**config.mk**
```make
export PLATFORM = sky130hd
export DESIGN_NAME = ip_timer_mc
export DESIGN_NICKNAME = d
export VERILOG_FILES = /design/src/rtl/ip_timer_mc.sv
export SDC_FILE = /design/constraint.sdc
export NUM_CORES = 1
export LEC_CHECK = 0
export ABC_AREA = 1
export BUFFER_PORTS_ARGS = -buffer_cell sky130_fd_sc_hd__buf_2
export CELL_PAD_IN_SITES_DETAIL_PLACEMENT = 1
export CELL_PAD_IN_SITES_GLOBAL_PLACEMENT = 2
export CORE_ASPECT_RATIO = 0.8
export CORE_MARGIN = 8
export CORE_UTILIZATION = 36
export DETAILED_ROUTE_END_ITERATION = 10
export MAX_ROUTING_LAYER = met4
export PLACE_DENSITY = 0.88
export SYNTH_ARGS = -nofsm -noshare
export SYNTH_HDL_FRONTEND = slang
export SYNTH_SLANG_ARGS = --single-unit
```
**constraint.sdc**
```tcl
create_clock -name PCLK -period 5.85 [get_ports PCLK]
set_clock_uncertainty 0.05 [all_clocks]
set_input_delay 1.17 -clock PCLK [delete_from_list [all_inputs] [get_ports PCLK]]
set_output_delay 1.17 -clock PCLK [all_outputs]
set_load 0.1 [all_outputs]
```
**src/rtl/ip_timer_mc.sv**
```systemverilog
// Multi-channel APB timer: NUM_CH up/down counters with per-channel prescaler select,
// reload/compare registers, free-run/auto-reload/one-shot modes, W1C status and per-channel IRQ.
module ip_timer_mc #(
  parameter int unsigned NUM_CH     = 4,
  parameter int unsigned CNT_WIDTH  = 16,
  parameter int unsigned ADDR_WIDTH = 8
) (
  input  logic                  PCLK,
  input  logic                  PRESET,
  input  logic [3:0]            CLK_IN,
  input  logic                  PSEL,
  input  logic                  PENABLE,
  input  logic                  PWRITE,
  input  logic [ADDR_WIDTH-1:0] PADDR,
  input  logic [31:0]           PWDATA,
  output logic [31:0]           PRDATA,
  output logic                  PREADY,
  output logic                  PSLVERR,
  output logic [NUM_CH-1:0]     IRQ
);

  localparam int unsigned CH_W = ADDR_WIDTH - 5;
  localparam logic [CNT_WIDTH-1:0] CNT_MAX = '1;
  localparam logic [4:0] OFF_TCR  = 5'h00;
  localparam logic [4:0] OFF_TDR  = 5'h04;
  localparam logic [4:0] OFF_TCMP = 5'h08;
  localparam logic [4:0] OFF_TCNT = 5'h0C;
  localparam logic [4:0] OFF_TSR  = 5'h10;

  logic [7:0]           tcr_q  [NUM_CH];
  logic [7:0]           tcr_d  [NUM_CH];
  logic [CNT_WIDTH-1:0] tdr_q  [NUM_CH];
  logic [CNT_WIDTH-1:0] tdr_d  [NUM_CH];
  logic [CNT_WIDTH-1:0] tcmp_q [NUM_CH];
  logic [CNT_WIDTH-1:0] tcmp_d [NUM_CH];
  logic [CNT_WIDTH-1:0] tcnt_q [NUM_CH];
  logic [CNT_WIDTH-1:0] tcnt_d [NUM_CH];
  logic [2:0]           tsr_q  [NUM_CH];
  logic [2:0]           tsr_d  [NUM_CH];
  logic [3:0]           clk_in_q, clk_in_d;

  logic [NUM_CH-1:0]    sel_c, tick_c, wrap_c;
  logic [2:0]           set_c  [NUM_CH];

  logic [CH_W-1:0]      ch_idx;
  logic [4:0]           off;
  logic                 access_c, ch_ok_c, off_ok_c, err_c, wr_ok_c;
  logic                 unused_pwdata;

  assign ch_idx   = PADDR[ADDR_WIDTH-1:5];
  assign off      = PADDR[4:0];
  assign access_c = PSEL & PENABLE;
  assign ch_ok_c  = (32'(ch_idx) < NUM_CH);
  assign off_ok_c = (off == OFF_TCR) || (off == OFF_TDR) || (off == OFF_TCMP) ||
                    (off == OFF_TCNT) || (off == OFF_TSR);
  assign err_c    = !ch_ok_c || !off_ok_c || (PWRITE && (off == OFF_TCNT));
  assign wr_ok_c  = access_c & PWRITE & ~err_c;

  assign PREADY        = 1'b1;
  assign PSLVERR       = access_c & err_c;
  assign unused_pwdata = ^PWDATA;

  // Read mux: zero-extended, only during a valid read access phase
  always_comb begin
    PRDATA = '0;
    if (access_c && !PWRITE && !err_c) begin
      for (int ch = 0; ch < int'(NUM_CH); ch++) begin
        if (ch_idx == CH_W'(ch)) begin
          case (off)
            OFF_TCR:  PRDATA = 32'(tcr_q[ch]);
            OFF_TDR:  PRDATA = 32'(tdr_q[ch]);
            OFF_TCMP: PRDATA = 32'(tcmp_q[ch]);
            OFF_TCNT: PRDATA = 32'(tcnt_q[ch]);
            OFF_TSR:  PRDATA = 32'(tsr_q[ch]);
            default:  PRDATA = '0;
          endcase
        end
      end
    end
  end

  always_comb begin
    for (int ch = 0; ch < int'(NUM_CH); ch++) begin
      IRQ[ch] = tcr_q[ch][7] & (|tsr_q[ch]);
    end
  end

  // Per-channel next state: LOAD > tick-driven count > hold, then APB register writes
  always_comb begin
    clk_in_d = CLK_IN;
    for (int ch = 0; ch < int'(NUM_CH); ch++) begin
      tcr_d[ch]  = tcr_q[ch];
      tdr_d[ch]  = tdr_q[ch];
      tcmp_d[ch] = tcmp_q[ch];
      tcnt_d[ch] = tcnt_q[ch];
      set_c[ch]  = 3'b000;
      wrap_c[ch] = 1'b0;
      sel_c[ch]  = wr_ok_c && (ch_idx == CH_W'(ch));
      tick_c[ch] = CLK_IN[tcr_q[ch][3:2]] & ~clk_in_q[tcr_q[ch][3:2]];

      if (sel_c[ch] && (off == OFF_TCR) && PWDATA[6]) begin
        tcnt_d[ch] = tdr_q[ch];
      end else if (tick_c[ch] && tcr_q[ch][0]) begin
        if (!tcr_q[ch][1]) begin
          if (tcnt_q[ch] == CNT_MAX) begin
            set_c[ch][0] = 1'b1;
            wrap_c[ch]   = 1'b1;
            tcnt_d[ch]   = (tcr_q[ch][5:4] == 2'b01) ? tdr_q[ch] : '0;
          end else begin
            tcnt_d[ch] = tcnt_q[ch] + CNT_WIDTH'(1);
          end
        end else begin
          if (tcnt_q[ch] == '0) begin
            set_c[ch][1] = 1'b1;
            wrap_c[ch]   = 1'b1;
            tcnt_d[ch]   = (tcr_q[ch][5:4] == 2'b01) ? tdr_q[ch] : CNT_MAX;
          end else begin
            tcnt_d[ch] = tcnt_q[ch] - CNT_WIDTH'(1);
          end
        end
        if (tcnt_d[ch] == tcmp_q[ch]) set_c[ch][2] = 1'b1;
        if (wrap_c[ch] && (tcr_q[ch][5:4] == 2'b10)) tcr_d[ch][0] = 1'b0;
      end

      tsr_d[ch] = tsr_q[ch];
      if (sel_c[ch]) begin
        case (off)
          OFF_TCR:  tcr_d[ch]  = {PWDATA[7], 1'b0, PWDATA[5:0]};
          OFF_TDR:  tdr_d[ch]  = PWDATA[CNT_WIDTH-1:0];
          OFF_TCMP: tcmp_d[ch] = PWDATA[CNT_WIDTH-1:0];
          OFF_TSR:  tsr_d[ch]  = tsr_q[ch] & ~PWDATA[2:0];
          default:  ;
        endcase
      end
      // Hardware set overrides a same-cycle W1C
      tsr_d[ch] = tsr_d[ch] | set_c[ch];
    end
  end

  always_ff @(posedge PCLK) begin
    if (PRESET) begin
      clk_in_q <= '0;
      for (int ch = 0; ch < int'(NUM_CH); ch++) begin
        tcr_q[ch]  <= '0;
        tdr_q[ch]  <= '0;
        tcmp_q[ch] <= '0;
        tcnt_q[ch] <= '0;
        tsr_q[ch]  <= '0;
      end
    end else begin
      clk_in_q <= clk_in_d;
      for (int ch = 0; ch < int'(NUM_CH); ch++) begin
        tcr_q[ch]  <= tcr_d[ch];
        tdr_q[ch]  <= tdr_d[ch];
        tcmp_q[ch] <= tcmp_d[ch];
        tcnt_q[ch] <= tcnt_d[ch];
        tsr_q[ch]  <= tsr_d[ch];
      end
    end
  end

endmodule
```
==> results.md, run 1 <==
* Total power at 3.72 mW
* Arr. time, crit path at 4.24 ns
* Worst Tran Pin Value at 1.26 ns
* Critical Path Start Type: primary input
* FF/Latch Area at 0.00472 mm^2
* LEAKAGE at 8.11 nW
* Final setup violation count at 0
* WP data required at 4.63 ns
* Most frequent cells in the layout: 713 x nand2_1, 347 x o21ai_0, 341 x inv_1
* Seq/Total Area, Yosys at 26.7%
* Pre-CTS WS at 0.692 ns
* DP Area at 0.0184 mm^2
* Nets at 3013
* Syn avg cell area at 5.93 um^2
* Multi-input logic area at 0.0108 mm^2
* Final hold vios at 0
* Post-synth top area cell: dfxtp_1
* Worst min path class: reg -> reg
* Vias at 21310
* Rel. slew slack at 15.7%
* Vias in the first global route at 21277
* Final Cycle Share at 93.3%
* Final std cells w/o fill at 3599
* Post-route design area at 0.0194 mm^2
* Critical Path End Type: primary output
* Synth Cell Area at 0.0177 mm^2
* Worst-skew pair later-pin latency at 0.60 ns
* Wirelength, routed at 85900 um
* Critical R2R Launch: tcr_q[1][4]
* Initial antenna violation count at 2
* Switching power at 0.990 mW
* Area grow syn2layout at 9.55%
* Initial core utilization at 36.5%
* Slew Viols, Final at 0
* Routed wire per std cell at 23.9 um
* Most common cell after layout, fill and taps aside: nand2_1
* Met3 wire len at 7620 um
* Width of the die at 264 um
* H-tree levels at 1
* DP Wirelength at 63700 um
* Final WS setup at 0.393 ns
* Core area at 0.0484 mm^2
* Grt total ovfl at 0
* Hold_buf cts at 0
* Critical path fanouts, max at 15
* Crit path launch: PADDR[0]
* Placed cell count at 3549
* Synth area leaders: dfxtp_1 27%, nand2_1 15%, o21ai_0 9.8%, nand3_1 9.0%, inv_1 7.3%
* Residual DRC at 0
* Total I/O pin count at 87
* P_int at 2.73 mW
* Post-synth EDFFs at 0
* Async S/R FF share, synth at 0%
* Largest net degree at the start of global routing at 113
* Vias/cell at 5.92
* Clock Power Share at 50.4%
* Min Clock Period, post-route at 5.46 ns
* Clock slew at reported path FFs at 0.06 ns
* Setup TNS at 0 ns
* First-pass GRT wire length at 130000 um
* Synth unique cells at 51
* Sw frac at 26.6%
* Layout cells sized above 1 at 7.88%
* FP Rows at 72
* Post-synth top flop: dfxtp_1
* Seq cells post-synth at 236
* Flop pwr share at 43.3%
* DR top layer: met4
* Drt initial violations at 2149
* Post-layout util at 40.0%
* CTS Buf Count at 30
* Yosys warnings at 0
* Synth top area share at 26.7%
* Max Clk Rate at 183 MHz
* CTS tree: built
* PortBufs at 53
* Power share of the combinational group at 6.4%
* Die H at 214 um
* Total track usage at 30.0%
* Power density cells at 192 mW/mm^2
* Run status: finished clean
* Post-Syn Instances at 2982
* First-pass detailed-route iteration total at 5
* # fillers at 6553
* Min-Delay Path Depth at 2
* VDD IR-drop max at 253 uV
* Routed length on met1 at 38900 um
* Die area at 0.0565 mm^2
* GPL Wtd Cong at 0.989
* Final hold slack at 0.416 ns
* Metal2 WL at 37000 um
* Hold Crit Start: tcr_q[1][0]
* RSZ-0062 raised after global routing: false
* Clock Sink Count at 236
* Setup Buffers After CTS at 0
* CTS Buffer Depth at 3
* Cts repair resizes at 0
* # Max-Cap Violations at 0
* ANT nets after route at 0
* Crit path kind: in -> out
* CTS Root Cell: clkbuf_16
* R2R depth at 14
-- cell type report --
cell class	count	area share, %
Antenna cell	1	0.0129
Clock buffer	41	4.56
Clock inverter	8	0.368
Inverter	369	7.18
Multi-Input combinational cell	2229	56.0
Sequential cell	236	24.4
Tap cell	629	4.07
Timing Repair Buffer	86	3.41
-- cell families after synthesis --
group,Yosys count,share of synthesized area [%]
adder cells (fa/ha/maj),12,0.850
flip-flops,236,26.7
other,2,0.0425
XOR/XNOR,29,1.44
AND/OR/NAND/NOR,1398,34.6
buffers and inverters,532,12.3
AO/OA/AOI/OAI,773,24.1
-- state kept, by name (all words and copies together) (netlist names) --
| name | count |
|---|---|
| tcmp_q | 64 |
| tsr_q | 12 |
| tdr_q | 64 |
| tcnt_q | 64 |
| clk_in_q | 4 |
| tcr_q | 28 |
-- final timing paths --
path	endpoint	slack (ns)
worst min register to register	tcr_q[1][0]	0.42
worst max-delay path	PRDATA[13]	0.39
worst min-delay path	tcr_q[1][0]	0.42
worst max register to register	tsr_q[1][2]	2.47
-- synth_stat cells (28+ instances only) --
cell type / n
nand2_1: 713
o21ai_0: 347
inv_1: 342
nand3_1: 319
nor2_1: 239
a21oi_1: 237
dfxtp_1: 236
clkbuf_1: 92
o22ai_1: 89
nand4_1: 33
nor2_2: 31
buf_2: 28
-- worst max-delay path: stages --
cell	delay, ns
buf_2	0.17
nor2_4	0.17
nand3_2	0.45
clkinv_1	0.31
nand2_1	0.09
o221ai_1	0.14
a21oi_1	0.13
o21ai_0	0.58
o21ai_0	0.21
a21oi_1	0.54
buf_12	0.25
-- power by group through the flow --
stage               combinational, mW  clock, mW  sequential (mW)
finish                          0.236       1.87             1.61
detailed placement              0.227          0             1.64
global placement                0.223          0             1.64
global route                    0.244       1.95             1.61
floorplan                       0.143          0             1.64
CTS                             0.227       1.89             1.61
-- metal layers --
layer | up-vias | global-route usage (%)
li1 | 9836 | -
met1 | 10418 | 40.7
met2 | 906 | 44.9
met3 | 150 | 6.43
met4 | 0 | 7.90
met5 | - | -
Note: power is estimated with default switching activity, not from simulation.
==> run 2, diff against run 1 <==
- BUFFER_PORTS_ARGS: -buffer_cell sky130_fd_sc_hd__buf_2 -> -buffer_cell sky130_fd_sc_hd__buf_4
- CORE_UTILIZATION: 36 -> 34
- HOLD_SLACK_MARGIN: unset -> 0.1
- PLACE_DENSITY: 0.88 -> 0.84
- clock period: 5.85 -> 6.2 ns (I/O delays scaled with it)
==> run 2 against run 1 <==
Effect of this change: worst hold slack improved by 0.013 ns; power rose by 1.7%; count of clock-buffer cells in the layout up 4; final cell count increased by 1.5%; sequential share of layout area shrank 0.22 points; sequential power down 6%; combinational power hardly changed; critical endpoint unchanged; largest cell class unchanged.
==> results.md, run 2 (same netlist as run 1, synthesis figures left out) <==
* Run status: finished clean
* Post-route design area at 0.0195 mm^2
* First-pass GRT wire length at 130000 um
* VDD IR-drop max at 210 uV
* Width of the die at 271 um
* First-pass detailed-route iteration total at 6
* Grt total ovfl at 0
* Routed wire per std cell at 23.8 um
* DP Area at 0.0184 mm^2
* Core area at 0.0512 mm^2
* Worst Tran Pin Value at 1.22 ns
* Initial core utilization at 34.5%
* Switching power at 0.968 mW
* Met3 GRT Util at 5.45%
* Sw frac at 25.6%
* FP Rows at 74
* PortBufs at 53
* Final Cycle Share at 88.2%
* Largest net degree at the start of global routing at 105
* Clock Sink Count at 236
* Min Clock Period, post-route at 5.47 ns
* Crit path kind: in -> out
* Total power at 3.78 mW
* Clock Power Share at 53.6%
* CTS tree: built
* Final setup violation count at 0
* Drt initial violations at 1978
* Most frequent cells in the layout: 713 x nand2_1, 347 x o21ai_0, 341 x inv_1
* Die H at 220 um
* Final WS setup at 0.731 ns
* CTS Buffer Depth at 3
* Critical Path End Type: primary output
* Setup Buffers After CTS at 0
* GPL Wtd Cong at 0.961
* Multi-input logic area at 0.0108 mm^2
* Vias in the first global route at 21099
* Top flop regs: tcmp_q (64), tcnt_q (64), tdr_q (64)
* DP Wirelength at 63600 um
* H-tree levels at 1
* ANT nets after route at 0
* CTS Root Cell: clkbuf_16
* Most common cell after layout, fill and taps aside: nand2_1
* Residual DRC at 0
* RSZ-0062 raised after global routing: false
* Layout cells sized above 1 at 7.75%
* Power share of the combinational group at 6.2%
* Pre-CTS WS at 0.995 ns
* # Max-Cap Violations at 0
* P_int at 2.81 mW
* Power density cells at 194 mW/mm^2
* Die area at 0.0596 mm^2
* Most crowded layer after global routing: met2
* Total track usage at 28.8%
* CTS Buf Count at 30
* # fillers at 6888
* Cts repair resizes at 0
* Critical path fanouts, max at 10
* Vias at 21344
* Clock slew at reported path FFs at 0.06 ns
* Final hold vios at 0
* Max Clk Rate at 183 MHz
* FF/Latch Area at 0.00472 mm^2
* LEAKAGE at 8.16 nW
* Setup TNS at 0 ns
* Nets at 3004
* Met2 capacity usage during global routing at 43.6%
* Rel. slew slack at 18.6%
* Initial antenna violation count at 2
* Hold_buf cts at 0
* Vias/cell at 5.84
* WP data required at 4.91 ns
* Total I/O pin count at 87
* Critical Path Start Type: primary input
* Area grow syn2layout at 10.5%
* Flop pwr share at 40.1%
* Worst-skew pair later-pin latency at 0.59 ns
* Met1 GRT Util at 38.9%
* Worst min path class: reg -> reg
* Arr. time, crit path at 4.18 ns
* Wirelength, routed at 86800 um
* Slew Viols, Final at 0
-- run 2: cell types whose count changed in the layout (fill, tap and decap cells not counted), sizes merged --
| cell | before | now |
|---|---|---|
| bufinv | 1 | 6 |
| buf | 86 | 77 |
| clkbuf | 41 | 45 |
| clkinv | 18 | 17 |
| clkinvlp | 1 | 0 |
-- run 2: worst max-delay path, cell delays in order --
cell and delay, ns:
buf_4 0.14, nor2_4 0.19, nand3_2 0.25, clkinv_1 0.31
buf_4 0.30, a21oi_1 0.10, o221a_2 0.16, o21ai_0 0.68
o21ai_0 0.22, a21oi_1 0.26, buf_4 0.34
-- run 2: metrics by stage --
stage / hold WS [ns] / instances / util (%)
finish: 0.429 / 3652 / 38.2
global route: 0.443 / 3651 / 38.1
CTS: 0.423 / 3651 / 38.1
detailed placement: 0.410 / 3595 / 36.0
global placement: 0.396 / 3595 / 36.0
floorplan: 0.386 / 2997 / -
-- run 2: path summary, 6_finish.rpt --
path	startpoint	to	slack, ns	cells past startpoint
worst max-delay path	PADDR[1]	PRDATA[13]	0.73	11
worst min-delay path	tcr_q[1][0]	tcr_q[1][0]	0.43	2
worst max register to register	tcr_q[3][1]	tsr_q[3][2]	2.83	12
worst min register to register	tcr_q[1][0]	tcr_q[1][0]	0.43	2
-- run 2: cell type report --
cell class	count	share of cell area, %
inverter	369	7.12
sequential	236	24.2
antenna	1	0.0128
timing repair buffer	77	3.09
multi-input combinational	2229	55.5
tap	684	4.38
clock inverter	11	1.05
clock buffer	45	4.65
-- run 2: power by group through the flow --
stage / Combinational [mW] / Sequential, mW / Clock [mW]
finish: 0.235 / 1.52 / 2.03
CTS: 0.227 / 1.52 / 2.04
global placement: 0.222 / 1.55 / 0
global route: 0.242 / 1.52 / 2.11
floorplan: 0.135 / 1.55 / 0
detailed placement: 0.226 / 1.55 / 0
-- run 2: routing by layer --
metal,up-vias,routed length [um]
met2,825,37700
met1,10533,39700
met4,0,2360
li1,9823,-
met5,-,0
met3,163,7040
